`src/rtl/lc3_pkg.sv`:
```
// Shared types and constants for the LC-3 board front end.
package lc3_pkg;

  typedef enum logic [1:0] {S_IDLE, S_PCHK, S_HELD, S_RCHK} btn_state_t;

  // 10 ms of stability at a 50 MHz system clock.
  localparam int DEBOUNCE_50MHZ_10MS = 500000;

endpackage

```
`src/rtl/btn_debounce_ch.sv`:
```
// One pushbutton channel: 2-flop synchronizer, debounce FSM, registered level and edge pulses.
module btn_debounce_ch
  import lc3_pkg::*;
#(
  parameter int DEBOUNCE_CYCLES = DEBOUNCE_50MHZ_10MS
) (
  input  logic Clk,
  input  logic Reset,
  input  logic key_n,
  output logic level,
  output logic press_pulse,
  output logic release_pulse
);

  localparam int CNT_W = $clog2(DEBOUNCE_CYCLES + 1);
  localparam logic [CNT_W-1:0] CNT_LAST = CNT_W'(DEBOUNCE_CYCLES - 1);

  logic [1:0]       sync_q;
  logic             raw;
  btn_state_t       state;
  logic [CNT_W-1:0] cnt;

  // Synchronizer resets to "released" so a key held through reset must debounce again.
  assign raw = ~sync_q[1];

  // NOTE: every register here is updated with <= so all of them see the pre-edge
  // values of state, cnt and raw; blocking assignments would chain them within a cycle.
  always_ff @(posedge Clk or posedge Reset) begin
    if (Reset) begin
      sync_q        <= 2'b11;
      state         <= S_IDLE;
      cnt           <= '0;
      level         <= 1'b0;
      press_pulse   <= 1'b0;
      release_pulse <= 1'b0;
    end else begin
      sync_q        <= {sync_q[0], key_n};
      press_pulse   <= 1'b0;
      release_pulse <= 1'b0;
      case (state)
        S_IDLE: begin
          if (raw) begin
            state <= S_PCHK;
            cnt   <= '0;
          end
        end
        S_PCHK: begin
          if (!raw) begin
            state <= S_IDLE;
          end else if (cnt == CNT_LAST) begin
            state       <= S_HELD;
            level       <= 1'b1;
            press_pulse <= 1'b1;
          end else begin
            cnt <= cnt + CNT_W'(1);
          end
        end
        S_HELD: begin
          if (!raw) begin
            state <= S_RCHK;
            cnt   <= '0;
          end
        end
        S_RCHK: begin
          // A bounce back to pressed returns to S_HELD silently; level never dropped.
          if (raw) begin
            state <= S_HELD;
          end else if (cnt == CNT_LAST) begin
            state         <= S_IDLE;
            level         <= 1'b0;
            release_pulse <= 1'b1;
          end else begin
            cnt <= cnt + CNT_W'(1);
          end
        end
        default: state <= S_IDLE;
      endcase
    end
  end

endmodule

```
`src/rtl/btn_conditioner.sv`:
```
// Debounces the active-low board pushbuttons feeding the control unit's Run/Continue inputs.
module btn_conditioner
  import lc3_pkg::*;
#(
  parameter int N_BTN           = 2,
  parameter int DEBOUNCE_CYCLES = DEBOUNCE_50MHZ_10MS
) (
  input  logic             Clk,
  input  logic             Reset,
  input  logic [N_BTN-1:0] KEY_N,
  output logic [N_BTN-1:0] Level,
  output logic [N_BTN-1:0] Press,
  output logic [N_BTN-1:0] Release
);

  for (genvar i = 0; i < N_BTN; i++) begin : g_ch
    btn_debounce_ch #(
      .DEBOUNCE_CYCLES(DEBOUNCE_CYCLES)
    ) u_ch (
      .Clk          (Clk),
      .Reset        (Reset),
      .key_n        (KEY_N[i]),
      .level        (Level[i]),
      .press_pulse  (Press[i]),
      .release_pulse(Release[i])
    );
  end

endmodule

```
`config.mk`:
```
export PLATFORM = sky130hd
export DESIGN_NAME = btn_conditioner
export DESIGN_NICKNAME = d
export VERILOG_FILES = /design/src/rtl/lc3_pkg.sv /design/src/rtl/btn_debounce_ch.sv /design/src/rtl/btn_conditioner.sv
export SDC_FILE = /design/constraint.sdc
export NUM_CORES = 1
export LEC_CHECK = 0
export BUFFER_PORTS_ARGS = -buffer_cell sky130_fd_sc_hd__buf_2
export CORE_ASPECT_RATIO = 0.7
export CORE_MARGIN = 3
export CORE_UTILIZATION = 55
export CTS_CLUSTER_DIAMETER = 60
export DETAILED_ROUTE_END_ITERATION = 8
export GPL_TIMING_DRIVEN = 0
export PLACE_DENSITY = 0.72
export SLEW_MARGIN = 20
export SYNTH_ARGS = -nofsm -noshare
export SYNTH_HDL_FRONTEND = slang
export SYNTH_SLANG_ARGS = --single-unit
```
`constraint.sdc`:
```
create_clock -name Clk -period 3.9 [get_ports Clk]
set_input_delay 0.39 -clock Clk [delete_from_list [all_inputs] [get_ports Clk]]
set_output_delay 0.39 -clock Clk [all_outputs]
set_load 0.01 [all_outputs]
```
## Yosys cells after proc, flatten, opt, wreduce, memory -nomap -nowiden

Cells that the tools add are included.

- Output and inout bits: 6
- Bits in registers: 52

- Reductions and logical operators: 10
- Eq/ne operators: 24
- Mux-type cells: 46
- $add $sub $neg: 2

Operator list:

| operator | count |
|---|---|
| 19-bit 2-to-1 mux | 10 |
| 19-bit case mux with 4 select lines | 2 |
| 19-bit by 1-bit adder with 19-bit output (second input constant) | 2 |
| 19-bit equality test (second input constant) | 2 |
| 2-bit 2-to-1 mux | 12 |
| 1-bit 2-to-1 mux | 18 |
| 2-bit by 1-bit inequality test with 1-bit output (second input constant) | 8 |
| 2-bit case mux with 4 select lines | 2 |
| 4-bit AND reduction | 4 |
| 5-bit AND reduction | 2 |
| 2-bit equality test (second input constant) | 4 |
| 2-bit inequality test (second input constant) | 4 |
| 3-bit by 1-bit inequality test with 1-bit output (second input constant) | 2 |
| 3-bit inequality test (second input constant) | 2 |
| 2-bit by 1-bit equality test with 1-bit output (second input constant) | 2 |
| 2-bit logical NOT | 2 |
| 1-bit case mux with 2 select lines | 2 |
| 2-bit nonzero test | 2 |

## Longest topological paths before layout

- Depth in word-level cells: 4
- Depth in mapped cells: 8
- Depth with buffers taken out: 6

## Cells and area by module

From an unflattened synthesis, not the netlist that was laid out.

- Cell total of the unflattened synthesis: 298
- Area total of the unflattened synthesis: 2797.7 um2

Modules (own cells, without submodules):

| module | cells an instance | area each (um2) | sequential area each (um2) | times used |
|---|---|---|---|---|
| btn_debounce_ch | 149 | 1398.8 | 653.1 | 2 |

## Worst setup path after synthesis

OpenSTA, ideal clock, no wires.

- Path kind: register to register
- Start point: reg g_ch[1].u_ch.cnt[0]
- End point: reg g_ch[1].u_ch.cnt[10]
- Setup time: 95 ps
- Stages on the path, launching flop included: 9
- Data required time: 3805 ps
- Setup slack: 2169 ps
- Arrival time: 1635 ps
- Cells stage by stage: dfrtp_1 -> ha_1 -> and4_1 -> buf_2 -> a21o_4 -> inv_6 -> nand2_4 -> buf_6 -> o31ai_1

- Longest elaborated chain between the ends: 4
- Elaborated cells on any way between the ends: 6
- Those cells by class: add/sub: 1; eq/ne: 1; mux: 4

RTL lines:

| item | RTL line | source |
|---|---|---|
| start, declared | btn_debounce_ch.sv:21 | `logic [CNT_W-1:0] cnt;` |
| start signal, assigned | btn_debounce_ch.sv:55 | `cnt <= cnt + CNT_W'(1);` |
| start signal, assigned | btn_debounce_ch.sv:73 | `cnt <= cnt + CNT_W'(1);` |
| 19-bit by 1-bit adder with 19-bit output or 19-bit equality test (tied branches) | n/a |  |
| 19-bit 2-to-1 mux (*) | btn_debounce_ch.sv:50, btn_debounce_ch.sv:68 |  |
| 19-bit 2-to-1 mux, on equally long branches | btn_debounce_ch.sv:66, btn_debounce_ch.sv:48 |  |
| 19-bit case mux with 4 select lines (*) | btn_debounce_ch.sv:40 | `case (state)` |

Every way passes the cells marked *; elsewhere a longest branch is shown, timed or not. The select of a mux whose other input is x is not followed.
A chain may end at the register's enable or synchronous reset.

## Worst setup path after layout

- Start point: reg g_ch[1].u_ch.sync_q[1]
- End point: reg g_ch[1].u_ch.cnt[17]

- Longest elaborated chain between the ends: 2
- Elaborated cells on any way between the ends: 5
- Those cells by class: eq/ne: 4; reduce/logical: 1

RTL lines:

| item | RTL line | source |
|---|---|---|
| start, declared | btn_debounce_ch.sv:18 | `logic [1:0] sync_q;` |
| start signal, assigned | btn_debounce_ch.sv:37 | `sync_q <= {sync_q[0], key_n};` |
| 2-bit by 1-bit inequality test with 1-bit output (no line) or 2-bit inequality test (tied branches) | n/a |  |
| 4-bit AND reduction (no line) (*) | n/a |  |

Every way passes the cells marked *; elsewhere a longest branch is shown, timed or not.

==> metrics.md <==
| Metric | Value |
|---|---|
| Post-synthesis xor/xnor area fraction | 0.00937 |
| Clk_lat worst skew | 300 ps |
| Pwr dens | 340 mW/mm² |
| Worst vdd ir | 0.173 mV |
| DR vias | 2,320 |
| Final setup margin | 1890 ps |
| Status | finished, final reports clean |
| Hold-fix buffers at CTS | 0 |
| CTS tree | done |
| Final wirelength | 5880 µm |
| Reg-to-Reg End | g_ch[1].u_ch.cnt[17] |
| Multiplexer share of the synthesized area | 0.0178 |
| Reg2reg setup slack | 1890 ps |
| DR iter-0 viols | 207 |
| Part of the Yosys area used for sequential elements | 0.466 |
| CP endpoint | g_ch[1].u_ch.cnt[17] |
| Synth top area cells | dfrtp_1 (43%), o21ai_0 (5.2%), nand2_1 (4.0%), dfstp_2 (3.7%), nand3_1 (3.0%) |
| GRT Total Usage | 0.221 |
| Worst EP required | 4090 ps |
| Worst slew margin | 0.466 |
| # Max-Cap Violations | 0 |
| Min-delay worst type | in -> async |
| Measured slew at the worst slew-check pin | 798 ps |
| Core Box Area | 0.00486 mm² |
| Top cells by count, synth | dfrtp_1 (48), nand2_1 (30), o21ai_0 (29) |
| Die Wd | 91.3 µm |
| Clock Path Buffers | 2 |
| CTS Root Cell | clkbuf_8 |
| Setup violators final | 0 |
| Post-CTS Setup Inserts | 0 |
| Adder-cell share of the synthesized area | 0.00892 |
| Lkg Pwr | 1.38 nW |
| Number of synthesized register bits | 52 |
| Nets@finish | 321 |
| Vias in the first global route | 2,125 |
| Finished layout cell area | 0.00306 mm² |
| CP Class | reg -> reg |
| Crit path capture type | flop |
| Global placement routability congestion | 0.873 |
| P&R area growth vs syn | 9.24% |
| Dpl cell area | 0.00296 mm² |
| DIE AREA | 0.00600 mm² |
| Fmax achieved | 499 MHz |
| Antenna violations before repair | 0 |
| Post-synth top area cell | dfrtp_1 |
| Share of cells above drive strength 1 | 0.146 |
| Post-synth top area share | 0.428 |
| First-pass GRT wire length | 10,500 µm |
| Post-Synth Simple-Gate Area | 0.241 |
| Fin crit share | 0.514 |
| Row cnt | 21 |
| RSZ-0062 raised after global routing | false |
| IO Pins | 10 |
| Die Y-Extent | 65.7 µm |
| Drc violations | 0 |
| Gate Count Post-Synth | 298 |
| Port Buffer Count | 9 |
| Largest net degree at the start of global routing | 30 |
| Fin. max-slew vios | 0 |
| Compound-Gate Fraction of Synth Area | 0.197 |
| Antenna Cells | 0 |
| Final Hold Fails | 0 |
| RR Startpoint | g_ch[1].u_ch.sync_q[1] |
| Minimum clock period | 2010 ps |
| CTS buffer count | 5 |
| Post-DP HPWL | 4080 µm |
| Post-Syn Nets | 304 |
| Worst-path clk slew | 100 ps |
| Crit-path max FO | 10 |
| Setup TNS | 0 ps |
| Final ANT Viol Nets | 0 |
| Worst EP arrival | 2200 ps |
| PostCTS Resize Cnt | 0 |
| Wirelength per Cell | 15.3 µm |
| Synth Warn # | 0 |
| Post-Synthesis Mean Instance Area | 9.41 µm² |
| Fin Clk Skew | 9.19 ps |
| H-tree depth | 2 |
| Fill cell count | 401 |
| Pre-CTS worst setup slack | 1930 ps |
| Number of synthesized flops with an enable pin | 0 |
| Num Clock Sinks | 52 |
| CP startpoint kind | flop |
| TritonRoute pass-1 iters | 5 |
| Mapped Area | 0.00280 mm² |
| Cell count of the worst reg-to-reg path | 5 |
| Count leader, synth | dfrtp_1 |
| CP startpoint | g_ch[1].u_ch.sync_q[1] |
| Dominant synthesized flop cell | dfrtp_1 |
| Largest family of logic cells by synthesized area | simple AND/OR/NAND/NOR gates |
| Post-synthesis async set-or-reset flop share | 1.00 |
| Drt via density | 6.03 |
| Post-synth cell types | 52 |
| Starting Density | 0.577 |
| Grt ovf | 0 |
==> per-stage QoR <==
stage	std cells	hold WS (ps)	util	power (W)
6_report	385	124	0.630	0.00104
5_1_grt	385	147	0.630	0.00110
4_1_cts	385	141	0.630	0.00105
3_5_place_dp	377	348	0.608	0.000683
3_3_place_gp	376	345	0.604	0.000678
2_1_floorplan	298	345	-	0.000656
==> logic make-up after synthesis <==
family / after synthesis
AO/OA/AOI/OAI: 84
XOR/XNOR: 3
adder cells (fa/ha/maj): 2
buffers and inverters: 31
flip-flops: 52
multiplexers: 5
AND/OR/NAND/NOR: 121
==> per-layer routing <==
| layer | track usage | up-vias | part of all wire |
|---|---|---|---|
| met1 | 0.346 | 1099 | 0.52 |
| met3 | 0.0561 | 4 | 0.063 |
| met2 | 0.306 | 75 | 0.41 |
| li1 | - | 1142 | - |
| met5 | 0 | - | 0 |
| met4 | 0.0470 | 0 | 0.0065 |
==> how the worst min path moves through the flow <==
stage,to,startpoint
CTS,g_ch[1].u_ch.cnt[9],Reset
detailed placement,g_ch[0].u_ch.sync_q[1],g_ch[0].u_ch.sync_q[0]
global route,g_ch[0].u_ch.sync_q[0],KEY_N[0]
finish,g_ch[0].u_ch.release_pulse,Reset
floorplan,g_ch[0].u_ch.sync_q[1],g_ch[0].u_ch.sync_q[0]
global placement,g_ch[1].u_ch.sync_q[1],g_ch[1].u_ch.sync_q[0]
==> area by class of cell <==
type,count,area [µm²],share of cell area
Timing Repair Buffer,10,65.1,0.0212
Clock buffer,6,72.6,0.0237
Multi-Input combinational cell,215,1330,0.434
Clock inverter,2,35.0,0.0114
Tap cell,69,86.3,0.0282
Inverter,10,42.5,0.0139
Sequential cell,52,1310,0.426
Buffer,21,125,0.0408
==> worst max-delay path: stages, from the launching register on <==
cell and delay [ps]:
dfstp_2 580, xor2_1 650, a21o_4 230, buf_2 240, nand2_1 100, o311ai_1 90
==> registers in the layout, summed over array words and instances (netlist names), named ones only <==
name,flops
g_ch.u_ch.cnt,38
g_ch.u_ch.level,2
g_ch.u_ch.press_pulse,2
g_ch.u_ch.release_pulse,2
g_ch.u_ch.state,2
g_ch.u_ch.sync_q,4
==> report_power, final <==
part	switching [W]	total (W)	internal [W]
clock network	0.000179	0.000369	0.000191
logic	0.0000545	0.0000878	0.0000333
registers	0.0000239	0.000584	0.000560
==> cells in the final DEF (no fill, tap or decap), types with 3 or more instances in the layout <==
master / n
a21o_1: 8
a21oi_1: 10
a22o_1: 6
a31oi_1: 8
and2_1: 6
and3_1: 4
and4_1: 4
and4b_1: 3
buf_2: 14
buf_4: 6
clkbuf_1: 7
clkbuf_8: 5
dfrtp_1: 48
dfstp_2: 4
inv_1: 7
mux2i_1: 5
nand2_1: 30
nand3_1: 17
nand4_1: 12
nor2_1: 14
nor3_1: 11
nor4_1: 4
o21ai_0: 29
o31ai_1: 8
o41ai_1: 4
or3_1: 3
Note: power is estimated with default switching activity, not from simulation.
